--- config.mk ---
export PLATFORM = sky130hd
export DESIGN_NAME = pix_stream_src_p
export DESIGN_NICKNAME = d
export VERILOG_FILES = /design/src/rtl/pix_stream_src_p.sv
export SDC_FILE = /design/constraint.sdc
export NUM_CORES = 1
export LEC_CHECK = 0
export ABC_AREA = 1
export CAP_MARGIN = 20
export CORE_MARGIN = 2
export CORE_UTILIZATION = 30
export CTS_CLUSTER_SIZE = 28
export DETAILED_ROUTE_END_ITERATION = 8
export DONT_BUFFER_PORTS = 1
export GPL_TIMING_DRIVEN = 1
export SLEW_MARGIN = 20
export SYNTH_ARGS = -nofsm -noshare
export SYNTH_HDL_FRONTEND = slang
export SYNTH_SLANG_ARGS = --single-unit
--- constraint.sdc ---
create_clock -name clk -period 5.1 [get_ports clk]
set_input_delay 0.765 -clock clk [delete_from_list [all_inputs] [get_ports clk]]
set_output_delay 0.765 -clock clk [all_outputs]
set_load 0.05 [all_outputs]
--- src/rtl/pix_stream_src_p.sv ---
// pix_stream_src_p: reads one HEIGHT x WIDTH frame from a synchronous-read
// image RAM (one P-pixel word per address) and emits it in raster order on a
// valid/ready stream with start-of-line / end-of-frame flags. A 2-entry skid
// FIFO absorbs the one-cycle RAM latency so stalls never drop or repeat words.
// Optional build macro PIXSRC_ZPAD_EN: wraps the frame with one all-zero row
// above and below (HEIGHT+2 rows); zero words are injected without RAM reads.
module pix_stream_src_p #(
    parameter int WIDTH  = 256,
    parameter int HEIGHT = 256,
    parameter int BITW   = 8,
    parameter int P      = 4,
    parameter int ADDRW  = $clog2(WIDTH * HEIGHT / P)
) (
    input  logic              clk,
    input  logic              rst,
    input  logic              start,
    output logic              busy,
    output logic              done,
    output logic              mem_rd_en,
    output logic [ADDRW-1:0]  mem_rd_addr,
    input  logic [P*BITW-1:0] mem_rd_data,
    output logic              out_valid,
    input  logic              out_ready,
    output logic [P*BITW-1:0] out_pix_vec,
    output logic              out_sol,
    output logic              out_eof
);

    localparam int WPR    = WIDTH / P;
    localparam int NWORDS = WPR * HEIGHT;
`ifdef PIXSRC_ZPAD_EN
    localparam int ROWS   = HEIGHT + 2;
    localparam int TOTAL  = ROWS * WPR;
    localparam int SRCW   = $clog2(TOTAL + 1);
`else
    localparam int ROWS   = HEIGHT;
`endif
    localparam int COLW   = $clog2(WIDTH + 1);
    localparam int ROWW   = $clog2(ROWS + 1);

    typedef enum logic [1:0] {IDLE, RUN, FLUSH} state_t;

    state_t            state;
    state_t            state_nxt;

    logic [ADDRW-1:0]  rd_addr;
    logic              inflight;
    logic [P*BITW-1:0] fifo_mem [2];
    logic              wr_ptr;
    logic              rd_ptr;
    logic [1:0]        count;
    logic [COLW-1:0]   col;
    logic [ROWW-1:0]   row;
    logic              eof_sent;

    logic              start_acc;
    logic              pop;
    logic              push;
    logic              slot;
    logic              rd_fire;
    logic              last_issue;
    logic              flush_ok;
    logic [2:0]        occ;
    logic [P*BITW-1:0] push_data;

    assign start_acc = (state == IDLE) && start;
    assign pop       = out_valid && out_ready;
    // Words already owned (stored + returning) after this cycle's pop; a new
    // issue is allowed only while that leaves a free FIFO slot for it.
    assign occ       = 3'(count) + 3'(inflight) - 3'(pop);
    assign slot      = (state == RUN) && (occ < 3'd2);

`ifdef PIXSRC_ZPAD_EN
    logic [SRCW-1:0] src_idx;
    logic            in_data;
    logic            zero_fire;

    assign in_data    = (src_idx >= SRCW'(WPR)) && (src_idx < SRCW'(WPR * (HEIGHT + 1)));
    assign rd_fire    = slot && in_data;
    // Zero words push the same cycle, so they wait for any returning read
    // to land first to keep raster order.
    assign zero_fire  = slot && !in_data && !inflight;
    assign last_issue = (rd_fire || zero_fire) && (src_idx == SRCW'(TOTAL - 1));
    assign push       = inflight || zero_fire;
    assign push_data  = zero_fire ? '0 : mem_rd_data;

    // Source position across the padded frame (zero rows plus RAM rows)
    always_ff @(posedge clk) begin
        if (rst || start_acc) begin
            src_idx <= '0;
        end else if (rd_fire || zero_fire) begin
            src_idx <= src_idx + SRCW'(1);
        end
    end
`else
    assign rd_fire    = slot;
    assign last_issue = rd_fire && (rd_addr == ADDRW'(NWORDS - 1));
    assign push       = inflight;
    assign push_data  = mem_rd_data;
`endif

    assign flush_ok = (count == 2'd0) && !inflight && eof_sent;

    // FSM state register
    always_ff @(posedge clk) begin
        if (rst) begin
            state <= IDLE;
        end else begin
            state <= state_nxt;
        end
    end

    // FSM next-state logic
    always_comb begin
        state_nxt = state;
        unique case (state)
            IDLE:    if (start)      state_nxt = RUN;
            RUN:     if (last_issue) state_nxt = FLUSH;
            FLUSH:   if (flush_ok)   state_nxt = IDLE;
            default:                 state_nxt = IDLE;
        endcase
    end

    // FSM outputs
    always_comb begin
        busy      = (state != IDLE);
        done      = (state == FLUSH) && flush_ok;
        mem_rd_en = rd_fire;
    end

    // RAM word address, one step per issued read, wrapping at frame end
    always_ff @(posedge clk) begin
        if (rst || start_acc) begin
            rd_addr <= '0;
        end else if (rd_fire) begin
            rd_addr <= (rd_addr == ADDRW'(NWORDS - 1)) ? '0 : rd_addr + ADDRW'(1);
        end
    end

    assign mem_rd_addr = rd_addr;

    // Read-in-flight flag: RAM data is valid the cycle after the strobe
    always_ff @(posedge clk) begin
        if (rst) begin
            inflight <= 1'b0;
        end else begin
            inflight <= rd_fire;
        end
    end

    // 2-entry skid FIFO; push into the slot a simultaneous pop is vacating
    always_ff @(posedge clk) begin
        if (rst) begin
            for (int unsigned i = 0; i < 2; i++) begin
                fifo_mem[i] <= '0;
            end
            wr_ptr <= 1'b0;
            rd_ptr <= 1'b0;
            count  <= 2'd0;
        end else begin
            if (push) begin
                fifo_mem[wr_ptr] <= push_data;
                wr_ptr           <= ~wr_ptr;
            end
            if (pop) begin
                rd_ptr <= ~rd_ptr;
            end
            count <= count + 2'(push) - 2'(pop);
        end
    end

    assign out_valid   = (count != 2'd0);
    assign out_pix_vec = out_valid ? fifo_mem[rd_ptr] : '0;
    assign out_sol     = out_valid && (col == '0);
    assign out_eof     = out_valid && (row == ROWW'(ROWS - 1)) && (col == COLW'(WIDTH - P));

    // Output raster position, advancing on each transfer
    always_ff @(posedge clk) begin
        if (rst || start_acc) begin
            col <= '0;
            row <= '0;
        end else if (pop) begin
            if (col == COLW'(WIDTH - P)) begin
                col <= '0;
                row <= row + ROWW'(1);
            end else begin
                col <= col + COLW'(P);
            end
        end
    end

    // Remembers that the frame's last word has left, gating the done pulse
    always_ff @(posedge clk) begin
        if (rst || start_acc) begin
            eof_sent <= 1'b0;
        end else if (pop && out_eof) begin
            eof_sent <= 1'b1;
        end
    end

endmodule
# Word-level counts from Yosys, hierarchy flattened
# Memories as Yosys holds them, arrays and structs flattened. A register that Yosys moved wholly into a read port is not among the register bits.
# Index checks and enable logic that the tools add are counted.
dict set report totals {
  register_bits 40
  ram_bits 64
  in_bits 36
  output_inout_bits 52
  wordCells 66
  mem_count 1
}
# name words width read_ports rd_clocked_by_memory_dff write_ports line_no
set mem_list {}
lappend mem_list {fifo_mem 2 32 1 1 2 48} ;# logic [P*BITW-1:0] fifo_mem [2];
dict set report classes {
  addsub 7
  n_lt_le_gt_ge 1
  eq_ne 8
  muxes 17
  bitwise_logic 2
  n_reduce_logical 21
}
# op count
set op_table {}
lappend op_table {{$mux W32} 2}
lappend op_table {{$reduce_or A32 Y1} 1}
lappend op_table {{$eq A9 B8 Y1 const B} 2}
lappend op_table {{$add A14 B1 Y14 const B} 1}
lappend op_table {{$eq A14 B14 Y1 const B} 1}
lappend op_table {{$mux W14} 1}
lappend op_table {{$logic_and A1 B1 Y1} 11}
lappend op_table {{$add A9 B1 Y9 const B} 1}
lappend op_table {{$add A9 B3 Y9 const B} 1}
lappend op_table {{$logic_not A9 Y1} 1}
lappend op_table {{$mux W1} 9}
lappend op_table {{$mux W9} 1}
lappend op_table {{$mux W2} 3}
lappend op_table {{$ne A2 B2 Y1 const B} 3}
lappend op_table {{$pmux W2 S3} 1}
lappend op_table {{$logic_not A2 Y1} 2}
lappend op_table {{$reduce_bool A2 Y1} 2}
lappend op_table {{$add A2 B1 Y3} 1}
lappend op_table {{$lt A3 B2 Y1 const B} 1}
lappend op_table {{$reduce_and A3 Y1} 1}
lappend op_table {{$sub A3 B1 Y3} 1}
lappend op_table {{$add A2 B1 Y2} 1}
lappend op_table {{$eq A2 B1 Y1 const B} 1}
lappend op_table {{$eq A2 B2 Y1 const B} 1}
lappend op_table {{other kinds (5)} 6}

# Longest topological paths before layout
# Gate-level depths: netlist of run 1.
dict set report depth {
  word_depth 8
  depth_mapped 17
  mapped_depth_nobuf 17
}

# Least setup slack after synthesis of run 1
# Ideal clock, no wire load.
dict set report synth_path {
  kind {input -> output}
  startpoint {input out_ready}
  endpoint {output mem_rd_en}
  arrival_ns 2.396
  required_time_ns 4.335
  setup_slack_ns 1.939
  path_stages 10
  n_path_buf 1
  cell_sequence {nand2_4 -> inv_4 -> ha_1 -> inv_1 -> ha_1 -> fa_1 -> nor2_1 -> nand2_2 -> buf_6 -> inv_2}
}
dict set report synth_via {
  elab_chain_cells 4
}
# item line_no
set synth_rtl {}
lappend synth_rtl {{from (decl)} 23} ;# input logic out_ready,
lappend synth_rtl {{$logic_and A1 B1 Y1} 67} ;# assign pop = out_valid && out_ready;
lappend synth_rtl {{named net pop} 57} ;# logic pop;
lappend synth_rtl {{$sub A3 B1 Y3} 70} ;# assign occ = 3'(count) + 3'(inflight) - 3'(pop);
lappend synth_rtl {{named net occ[1]} 63} ;# logic [2:0] occ;
lappend synth_rtl {{$lt A3 B2 Y1} 71} ;# assign slot = (state == RUN) && (occ < 3'd2);
lappend synth_rtl {{$logic_and A1 B1 Y1} 71}
lappend synth_rtl {{to (decl)} 19} ;# output logic mem_rd_en,
# The timed path passes the listed nets, and every way through them passes these cells.

==> results of run 1 <==
-- stage by stage --
| stage | worst slack (ns) | power, mW | cell area [um^2] |
|---|---|---|---|
| finish | 1.576 | 2.455 | 5383 |
| global route | 1.366 | 2.590 | 5383 |
| CTS | 1.540 | 2.497 | 5383 |
| detailed placement | 1.812 | 1.769 | 5071 |
| global placement | 1.861 | 1.750 | 5071 |
| floorplan | 1.939 | 1.641 | 4822 |
-- worst max-delay path, stage by stage (launching register included) --
cell and delay [ns]:
dfxtp_1 0.30, buf_4 0.24, inv_1 0.84, nand2_1 0.13
a21oi_1 0.88
-- cell usage in the layout, fill, tap and decap left out, drive strengths merged, types with 2 or more instances in the layout --
cell type  Yosys  layout
a21oi         55      55
ha             7       7
edfxtp        64      64
xor2           7       7
clkbuf        16       9
o21ai          7       7
nor2         109     109
nand3         16      16
nand2        141     141
xnor2          3       3
nor3           6       6
nand4          5       5
inv           77      81
dfxtp         39      39
nor3b          2       2
buf            2       6
-- worst min-delay path by stage --
| stage | endpoint | slack (ns) |
|---|---|---|
| after floorplan | eof_sent$_SDFFE_PP0P_ | 0.43 |
| after global placement | eof_sent$_SDFFE_PP0P_ | 0.45 |
| after detailed placement | eof_sent$_SDFFE_PP0P_ | 0.45 |
| after CTS | count[1]$_SDFF_PP0_ | 0.46 |
| after global routing | state[0]$_SDFFE_PP0P_ | 0.45 |
| final | eof_sent$_SDFFE_PP0P_ | 0.46 |
-- report_power, final --
part / switching, mW / internal [mW]
clock: 0.323 / 0.392
combinational: 0.629 / 0.108
sequential: 0.0466 / 0.956
-- layer usage --
metal  GRT usage, %  share of wire [%]  vias up
met3          5.252                5.7        9
met5              0                  0        -
li1               -                  -     1771
met1          14.21                 43     1649
met4          3.567                1.4        0
met2          23.90                 50       82
-- cells by family after synthesis --
kind of cell    Yosys count  share of synthesized area [%]
fa+ha+maj                 8                          2.231
xor+xnor                 10                          1.816
buf+inv                  95                          7.836
flops                   103                          56.05
compound gates           63                          7.135
simple gates            281                          24.94
-- registers in the layout (all words and copies together) (netlist names), named ones only --
signal and flops:
col 7, count 2, eof_sent 1, fifo_mem 64
inflight 1, mem_rd_addr 14, rd_ptr 1, row 9
state 2, wr_ptr 1
-- cell type report --
class,count,area [um^2]
Fill cell,1654,10390
Sequential cell,103,2703
Multi-Input combinational cell,362,1752
Inverter,77,301.5
Tap cell,216,270.3
Clock buffer,9,225.2
Clock inverter,7,86.33
Timing Repair Buffer,6,45.04
-- synthesized netlist by cell type (2+ instances only) --
cell      count  area share, %
xor2_1        7            1.3
clkbuf_1     16            1.2
o21ai_0       2           0.21
inv_2         7           0.54
nand2_1     131             10
ha_1          7            1.8
nor2_1      103            8.0
a21oi_1      48            5.0
nand4_1       5           0.65
inv_4         3           0.39
a21oi_2       7            1.3
dfxtp_1      39             16
nor2_4        3           0.70
inv_1        66            5.1
xnor2_1       3           0.54
edfxtp_1     64             40
nor3_1        5           0.52
nor2_2        3           0.39
nand2_2       9            1.2
o21ai_1       5           0.52
nand3_1      14            1.5
==> summary.md, run 1 <==
| Metric | Value |
|---|---|
| Status | `finished, final reports clean` |
| Hold slack | `0.4583 ns` |
| Core ar. | `0.01577 mm^2` |
| Syn_nets | `604` |
| Post-Synthesis Cell Area | `0.004822 mm^2` |
| Sequential share of the synthesized area | `56.05%` |
| Clock Sinks | `103` |
| Pre-antenna DRT Iters | `4` |
| GP Congestion | `0.7907` |
| Fin. max-slew vios | `0` |
| Post-layout util | `34.13%` |
| Hold_buf cts | `0` |
| Tcrit/Tclk final | `69.11%` |
| Clock Skews | `0.005517 ns` |
| Worst-Skew Late Latency | `0.35 ns` |
| H-tree levels | `3` |
| Cells after DPL | `764` |
| Post-CTS setup buffer count | `0` |
| Tmin final | `3.524 ns` |
| Worst r2r dst | `mem_rd_addr[7]$_SDFFE_PP0P_` |
| Non-filler cells, final | `780` |
| DRT iter0 DRCs | `178` |
| Vias in the first global route | `3,653` |
| Worst endpoint data arrival time | `2.76 ns` |
| Register-to-Register Path Depth | `14` |
| Post-CTS sizing | `0` |
| Hold Violations, Final | `0` |
| Power Dens Cells | `456.1 mW/mm^2` |
| Wire length of the first global-routing pass | `17,230 um` |
| Vias | `3,511` |
| Routed Antenna Nets | `0` |
| Die width | `130.8 um` |
| Worst r2r src | `count[1]$_SDFF_PP0_` |
| Worst setup path class | `flip-flop to output port` |
| Max_cap viols | `0` |
| Req. time, crit path | `4.34 ns` |
| Clk pin slew, worst setup/hold paths | `0.07 ns` |
| Worst R2R Setup Slack | `2.27 ns` |
| Pin slew with the least headroom to its limit | `1.149 ns` |
| Final nets | `603` |
| Synth warn | `0` |
| CTS max path bufs | `2` |
| Startpoint Class | `flip-flop` |
| Num CTS Buffers | `9` |
| CP max FO | `33` |
| Pin count of the biggest net entering global routing | `35` |
| IO Pins | `88` |
| Fmax | `0.2837 GHz` |
| Async SR Flop Fraction | `0%` |
| DR WL/cell | `13.65 um` |
| Via/cell ratio | `4.501` |
| VDD IR-drop max | `269.6 uV` |
| Gate Count Post-Synth | `560` |
| Number of remaining DRC errors | `0` |
| CP endpoint | `out_pix_vec[19]` |
| GRT Overall Usage | `13.15%` |
| Critical hold path startpoint | `eof_sent$_SDFFE_PP0P_` |
| Clk root buf | `clkbuf_16` |
| Share of cells above drive strength 1 | `10.99%` |
| Leak | `2.136 nW` |
| Hold Path Stages | `2` |
| RSZ-0062 raised after global routing | `false` |
| Initial Util | `30.58%` |
| I/O Buffers | `0` |
| # rows | `46` |
| Setup Viol. Count Final | `0` |
| Die Y | `130.8 um` |
| CTS tree | `yes` |
| Post-DP HPWL | `7105 um` |
| Post-synth EDFFs | `64` |
| Area of the die | `0.01710 mm^2` |
| Worst relative slew slack | `23.63%` |
| Unique masters post-synth | `34` |
| Setup crit end kind | `output port` |
| DRT Wirelength | `10,650 um` |
| Initial antenna violation count | `0` |
| Syn Area/Cell | `8.611 um^2` |
| Number of synthesized register bits | `103` |
| Synthesis-to-finish area growth | `11.62%` |
| GRT overflow | `0` |
| Hold Crit Class | `flip-flop to flip-flop` |
| # diodes | `0` |
| Final setup TNS | `0 ns` |
| Top_reg_cell synth | `edfxtp_1` |
Power figures use the tool's default switching activity.
==> run 2, diff against run 1 <==
--- a/config.mk
+++ b/config.mk
@@ -5,7 +5,7 @@
 export SDC_FILE = /design/constraint.sdc
 export NUM_CORES = 1
 export LEC_CHECK = 0
-export ABC_AREA = 1
+export ABC_AREA = 0
 export CAP_MARGIN = 20
 export CORE_MARGIN = 2
 export CORE_UTILIZATION = 30
==> constraint.sdc (replaced) <==
create_clock -name clk -period 3 [get_ports clk]
set_input_delay 0.45 -clock clk [delete_from_list [all_inputs] [get_ports clk]]
set_output_delay 0.45 -clock clk [all_outputs]
set_load 0.05 [all_outputs]
==> summary.md, run 2 <==
| Metric | Value |
|---|---|
| Worst relative slew slack | `44.67% (+21 points)` |
| Synth cell count leaders | `and2_1, edfxtp_1, nor2_1` |
| Startpoint Class | `flip-flop` |
| Status | `finished, final reports clean` |
| Biggest register | `fifo_mem` |
| Non-filler cells, final | `687 (-12%)` |
| Tcrit/Tclk final | `96.08%` |
| Pin count of the biggest net entering global routing | `33 (-5.7%)` |
| Sequential share of the synthesized area | `57.69% (+1.6 points)` |
| Routed Antenna Nets | `0 (unchanged)` |
| Fin. max-slew vios | `0 (unchanged)` |
| Clk pin slew, worst setup/hold paths | `0.07 ns (about the same)` |
| Post-DP HPWL | `6905 um (-2.8%)` |
| Top_reg_cell synth | `edfxtp_1` |
| Multi-input gate area | `0.001923 mm^2 (+9.8%)` |
| Share of cells above drive strength 1 | `20.59% (+9.6 points)` |
| Cells after DPL | `666 (-13%)` |
| Area leader, netlist | `edfxtp_1` |
| GRT overflow | `0 (unchanged)` |
| Via/cell ratio | `4.721 (+4.9%)` |
| GRT Overall Usage | `12.31% (-0.84 points)` |
| Clock Skews | `0.009280 ns (+0.003763 ns)` |
| Synth warn | `0 (unchanged)` |
| Initial antenna violation count | `0 (unchanged)` |
| Register Area | `0.002709 mm^2 (+0.23%)` |
| Setup Viol. Count Final | `0 (unchanged)` |
| Commonest non-fill, non-tap cells in the layout | `and2_1, edfxtp_1, buf_4` |
| IO Pins | `88 (unchanged)` |
| Pre-antenna DRT Iters | `4 (unchanged)` |
| Crit-path max cell delay | `0.48 ns (-0.40 ns)` |
| Hold_buf cts | `0 (unchanged)` |
| Vias in the first global route | `3,156 (-14%)` |
| H-tree levels | `3 (unchanged)` |
| Max stage delay cell, worst path | `fa_2` |
| Most numerous cell in the Yosys netlist | `and2_1` |
| Post-route cell area | `0.005670 mm^2 (+5.3%)` |
| Leak | `2.062 nW (-3.5%)` |
| Crit-path cells | `o21ai_4 > inv_2 > ha_4 > inv_1 > ha_2 > fa_2 > nor3b_4 > nand2_2 > clkinvlp_4` |
| DRT Wirelength | `10,140 um (-4.8%)` |
| Core ar. | `0.01526 mm^2 (-3.2%)` |
| DR WL/cell | `14.75 um (+8.1%)` |
| Post-Synthesis Cell Area | `0.004684 mm^2 (-2.9%)` |
| Top cell type's share of synthesized area | `41.03% (+1.2 points)` |
| # fillers | `1,517 (-8.3%)` |
| Clk root buf | `clkbuf_16` |
| Worst-Skew Late Latency | `0.35 ns (about the same)` |
| Crit path buffers/inverters | `3 (+1)` |
| Synthesis-to-finish area growth | `21.05%` |
| Hold Crit Class | `primary input to flip-flop` |
| Pin slew with the least headroom to its limit | `0.8300 ns (-0.3193 ns)` |
| Die Y | `129.0 um (-1.4%)` |
| DRT iter0 DRCs | `184 (+3.4%)` |
| Worst setup path class | `flip-flop to output port` |
| Fmax | `0.3469 GHz` |
| Final nets | `515 (-15%)` |
| # diodes | `0 (unchanged)` |
| VDD IR-drop max | `272.9 uV (+1.2%)` |
| Number of synthesized register bits | `103 (unchanged)` |
| Final setup TNS | `0 ns (unchanged)` |
| Unique masters post-synth | `36 (+5.9%)` |
| Power Dens Cells | `763.8 mW/mm^2 (+67%)` |
| Tmin final | `2.882 ns` |
| GP Congestion | `0.7491 (-5.3%)` |
| CTS tree | `yes` |
| Vias | `3,243 (-7.6%)` |
| Max_cap viols | `0 (unchanged)` |
| Initial Util | `30.70% (+0.12 points)` |
| Area of the die | `0.01663 mm^2 (-2.8%)` |
| Hold Violations, Final | `0 (unchanged)` |
| Wire length of the first global-routing pass | `15,660 um (-9.1%)` |
| I/O Buffers | `0 (unchanged)` |
| Ranking of synthesized cells by area | `edfxtp_1, dfxtp_1, and2_1` |
| Post-synth EDFFs | `64 (unchanged)` |
| Clock Sinks | `103 (unchanged)` |
| Final Power | `4.331 mW (+76%)` |
| Syn Area/Cell | `11.13 um^2 (+29%)` |
| CTS max path bufs | `2 (unchanged)` |
| CP max FO | `3 (-91%)` |
| Number of remaining DRC errors | `0 (unchanged)` |
| Max reg flops | `64 (unchanged)` |
| Commonest non-fill, non-tap cell in the layout | `and2_1` |
| Num CTS Buffers | `9 (unchanged)` |
| Setup crit end kind | `output port` |
| Gate Count Post-Synth | `421 (-25%)` |
| Worst endpoint data arrival time | `2.43 ns (-0.33 ns)` |
| Req. time, crit path | `2.55 ns (-1.79 ns)` |
| Syn_nets | `465 (-23%)` |
| # rows | `45 (-2.2%)` |
| Die width | `129.0 um (-1.4%)` |
| Post-layout util | `37.16% (+3.0 points)` |
| Cell family with most CP delay | `adder cells` |
| Async SR Flop Fraction | `0% (unchanged)` |
| Placed Area | `0.005318 mm^2 (+4.9%)` |
## run 2: cell types whose count changed after synthesis, sizes merged, moves of 8 or more
cell and change:
and2 +65, inv -63, nor2 -56, or4 +8, mux2i +32, o31ai +8, a21oi -36, nand3 -8
nand2 -122
## run 2: final timing paths
check / from / to / slack, ns / cells after the start
worst max-delay path: count[0]$_SDFF_PP0_ / mem_rd_en / 0.12 / 9
worst min-delay path: rst / flip-flop / 0.16 / 1
worst max register to register: count[0]$_SDFF_PP0_ / mem_rd_addr[12]$_SDFFE_PP0P_ / 0.17 / 11
worst min register to register: row[1]$_SDFFE_PP0P_ / row[1]$_SDFFE_PP0P_ / 0.48 / 2
## run 2: power breakdown
part           internal (mW)  leakage, nW  switching, mW
Combinational          0.478        0.941          0.963
Sequential              1.66        0.982         0.0946
Clock                  0.575        0.139          0.555
Total                   2.72         2.06           1.61
## run 2: repair_timing
action | in CTS | in global routing
setup buffers | 2 | 3
endpoints found under the hold margin | 0 | 0
pin swaps | 3 | 3
gates resized for setup | 1 | 8
setup endpoints to repair | 1 | 3
## run 2: final cells by class
type                       instances  share of cell area, %
sequential                       103                  47.77
timing repair buffer              58                  7.679
clock inverter                     7                  1.015
multi-input combinational        285                  33.91
inverter                          14                 0.9929
clock buffer                       9                  3.972
tap                              211                  4.656
## run 2: per-stage QoR
stage,setup WS [ns],hold slack (ns)
after floorplan,0.007980,0.4372
after global placement,0.1436,0.4586
after detailed placement,0.04914,0.4655
after CTS,0.05680,0.1351
after global routing,-0.006319,0.1421
final,0.1177,0.1583
## run 2: cell families (layout without fill, tap and decap cells)
logic type,Yosys count,in the layout,share of synthesized area (%)
AND/OR/NAND/NOR,193,193,22.76
XOR/XNOR,14,14,2.778
multiplexers,32,32,6.838
flip-flops,103,103,57.69
adder cells (fa/ha/maj),8,8,2.297
buffers and inverters,33,88,2.671
AO/OA/AOI/OAI,38,38,4.968
## run 2: metal layers
layer  share of wire (%)  vias up  track usage (%)
met5                   0        -                0
met4                 1.4        0            4.220
met3                 7.5       11            4.449
met2                  49       90            21.44
met1                  42     1570            13.99
li1                    -     1572                -
## run 2: worst reg2reg max path, cell delays in order, from the launching register on
cell,delay [ns]
dfxtp_4,0.36
o21ai_4,0.15
inv_2,0.07
ha_4,0.26
inv_1,0.04
ha_2,0.17
fa_2,0.48
nor3b_4,0.24
buf_4,0.16
nand3_2,0.16
or4_1,0.55
a21oi_1,0.15
==> run 3, diff against run 2 <==
--- a/config.mk
+++ b/config.mk
@@ -7,12 +7,15 @@
 export LEC_CHECK = 0
 export ABC_AREA = 0
 export CAP_MARGIN = 20
+export CELL_PAD_IN_SITES_DETAIL_PLACEMENT = 1
+export CELL_PAD_IN_SITES_GLOBAL_PLACEMENT = 1
 export CORE_MARGIN = 2
 export CORE_UTILIZATION = 30
 export CTS_CLUSTER_SIZE = 28
 export DETAILED_ROUTE_END_ITERATION = 8
 export DONT_BUFFER_PORTS = 1
 export GPL_TIMING_DRIVEN = 1
+export PLACE_DENSITY_LB_ADDON = 0.1
 export SLEW_MARGIN = 20
 export SYNTH_ARGS = -nofsm -noshare
 export SYNTH_HDL_FRONTEND = slang
==> summary.md, run 3 (synthesized netlist as in run 2, its figures left out) <==
| Metric | Value |
|---|---|
| Max reg flops | `64 (unchanged)` |
| CTS tree | `yes` |
| Multi-input gate area | `0.001923 mm^2 (unchanged)` |
| Req. time, crit path | `2.55 ns (about the same)` |
| Worst r2r dst | `mem_rd_addr[12]$_SDFFE_PP0P_` |
| Crit-path max cell delay | `0.45 ns (-0.03 ns)` |
| Crit path buffers/inverters | `3 (unchanged)` |
| Number of remaining DRC errors | `0 (unchanged)` |
| # rows | `45 (unchanged)` |
| Pin slew with the least headroom to its limit | `0.8902 ns (+0.06029 ns)` |
| Met2 global-route usage | `23.31% (+1.9 points)` |
| Post-route cell area | `0.005675 mm^2 (about the same)` |
| Setup WS post-layout | `0.1474 ns (+0.02967 ns)` |
| Post-layout util | `37.20% (about the same)` |
| Worst relative slew slack | `40.65% (-4.0 points)` |
| # diodes | `0 (unchanged)` |
| Die width | `129.0 um (unchanged)` |
| Clk root buf | `clkbuf_16` |
| Num CTS Buffers | `9 (unchanged)` |
| Power Dens Cells | `761.5 mW/mm^2 (-0.31%)` |
| Met3 usage | `3.742% (-0.71 points)` |
| DRT Wirelength | `11,200 um (+10%)` |
| Via/cell ratio | `4.714 (-0.15%)` |
| GRT Overall Usage | `13.75% (+1.4 points)` |
| DR WL/cell | `16.27 um (+10%)` |
| Register-to-Register Path Depth | `11 (unchanged)` |
| CP max FO | `3 (unchanged)` |
| Register Area | `0.002708 mm^2 (about the same)` |
| CTS max path bufs | `2 (unchanged)` |
| Busiest metal layer after global routing | `met2` |
| Synthesis-to-finish area growth | `21.15% (about the same)` |
| Clk pin slew, worst setup/hold paths | `0.07 ns (about the same)` |
| Wire length of the first global-routing pass | `17,420 um (+11%)` |
| IO Pins | `88 (unchanged)` |
| VDD IR-drop max | `237.5 uV (-13%)` |
| Final nets | `516 (+0.19%)` |
| Initial antenna violation count | `0 (unchanged)` |
| DRT iter0 DRCs | `128 (-30%)` |
| Final Power | `4.322 mW (-0.22%)` |
| Clock Skews | `0.005188 ns (-0.004093 ns)` |
| Worst-Skew Late Latency | `0.34 ns (about the same)` |
| Max_cap viols | `0 (unchanged)` |
| Cell family with most CP delay | `adder cells` |
| Post-DP HPWL | `7414 um (+7.4%)` |
| Tmin final | `2.853 ns (-0.02967 ns)` |
| Die Y | `129.0 um (unchanged)` |
| Worst r2r src | `count[0]$_SDFF_PP0_` |
| Crit-path cells | `o21ai_4 > inv_2 > ha_4 > inv_1 > ha_2 > fa_2 > nor3b_4 > nand2_2 > clkinvlp_4` |
| Area of the die | `0.01663 mm^2 (unchanged)` |
| Vias in the first global route | `3,215 (+1.9%)` |
| GP Congestion | `0.7327 (-2.2%)` |
| Setup crit end kind | `output port` |
| Fmax | `0.3506 GHz (+1.0%)` |
| Max stage delay cell, worst path | `fa_2` |
| Worst R2R Setup Slack | `0.20 ns (+0.03 ns)` |
| Core ar. | `0.01526 mm^2 (unchanged)` |
| Status | `finished, final reports clean` |
| Biggest register | `fifo_mem` |
| Tcrit/Tclk final | `95.09% (-0.99 points)` |
| Hold Crit Class | `primary input to flip-flop` |
| Routed Antenna Nets | `0 (unchanged)` |
| Worst setup path class | `flip-flop to output port` |
| Initial Util | `30.70% (unchanged)` |
| Post-Place Setup Slack | `0.04475 ns (-0.004394 ns)` |
| Final setup TNS | `0 ns (unchanged)` |
| Hold Path Stages | `1 (unchanged)` |
| Met1 usage | `16.59% (+2.6 points)` |
| Fin. max-slew vios | `0 (unchanged)` |
| Critical hold path startpoint | `rst` |
| I/O Buffers | `0 (unchanged)` |
| Placed Area | `0.005338 mm^2 (+0.38%)` |
| # fillers | `1,669 (+10%)` |
| Share of cells above drive strength 1 | `20.13% (-0.46 points)` |
| Commonest non-fill, non-tap cell in the layout | `and2_1` |
| Vias | `3,243 (unchanged)` |
| Commonest non-fill, non-tap cells in the layout | `and2_1, edfxtp_1, buf_4` |
| Worst endpoint data arrival time | `2.40 ns (-0.03 ns)` |
| H-tree levels | `3 (unchanged)` |
| Startpoint Class | `flip-flop` |
| GRT overflow | `0 (unchanged)` |
| Setup Viol. Count Final | `0 (unchanged)` |
| Clock Sinks | `103 (unchanged)` |
| RSZ-0062 raised after global routing | `false` |
| Leak | `2.061 nW (about the same)` |
| Hold Violations, Final | `0 (unchanged)` |
| Pre-antenna DRT Iters | `4 (unchanged)` |
| Pin count of the biggest net entering global routing | `33 (unchanged)` |
run 3: final cells by class:
type                       count  area share (%)
inverter                      14          0.9921
timing repair buffer          59           8.025
multi-input combinational    285           33.88
clock buffer                  12           4.343
clock inverter                 4          0.3968
tap                          211           4.652
sequential                   103           47.71
run 3: worst max-delay path by stage:
stage                        startpoint                            to  slack, ns  cells past startpoint
floorplan                     out_ready  mem_rd_addr[12]$_SDFFE_PP0P_      0.008                     11
global placement    count[0]$_SDFF_PP0_  mem_rd_addr[12]$_SDFFE_PP0P_       0.14                     10
detailed placement  count[0]$_SDFF_PP0_  mem_rd_addr[12]$_SDFFE_PP0P_       0.04                     10
CTS                 count[0]$_SDFF_PP0_                     mem_rd_en      0.008                      9
global route        count[0]$_SDFF_PP0_                     mem_rd_en       0.05                      9
finish              count[0]$_SDFF_PP0_                     mem_rd_en       0.15                      9
run 3: worst register-to-register path: stages, from the launching register on:
cell and delay [ns]:
dfxtp_4 0.37, o21ai_4 0.17, inv_2 0.07, ha_4 0.25
inv_1 0.03, ha_2 0.16, fa_2 0.45, nor3b_4 0.25
buf_4 0.16, nand3_2 0.13, or4_1 0.55, a21oi_1 0.15
run 3: what timing repair did:
item / 4_1_cts / 5_1_grt
hold buffers: 0 / 0
pin swaps: 2 / 3
setup endpoints to repair: 1 / 6
setup buffers: 2 / 3
gates cloned: 0 / 0
resized for setup: 1 / 7
run 3: through the flow:
step	hold slack (ns)	cells
global route	0.1518	688
finish	0.1685	688
global placement	0.4601	667
CTS	0.1472	685
floorplan	0.4372	421
detailed placement	0.4710	667
run 3: routing by layer:
metal,routed length (um),up-vias,part of all wire [%]
li1,-,1573,-
met1,4891,1591,44
met2,5433,67,49
met5,0,-,0
met3,682,12,6.1
met4,189,0,1.7
run 3: where the power goes:
group,internal (mW),switching [mW]
clock,0.582,0.508
combinational,0.483,1.02
sequential,1.67,0.0680
total,2.73,1.59
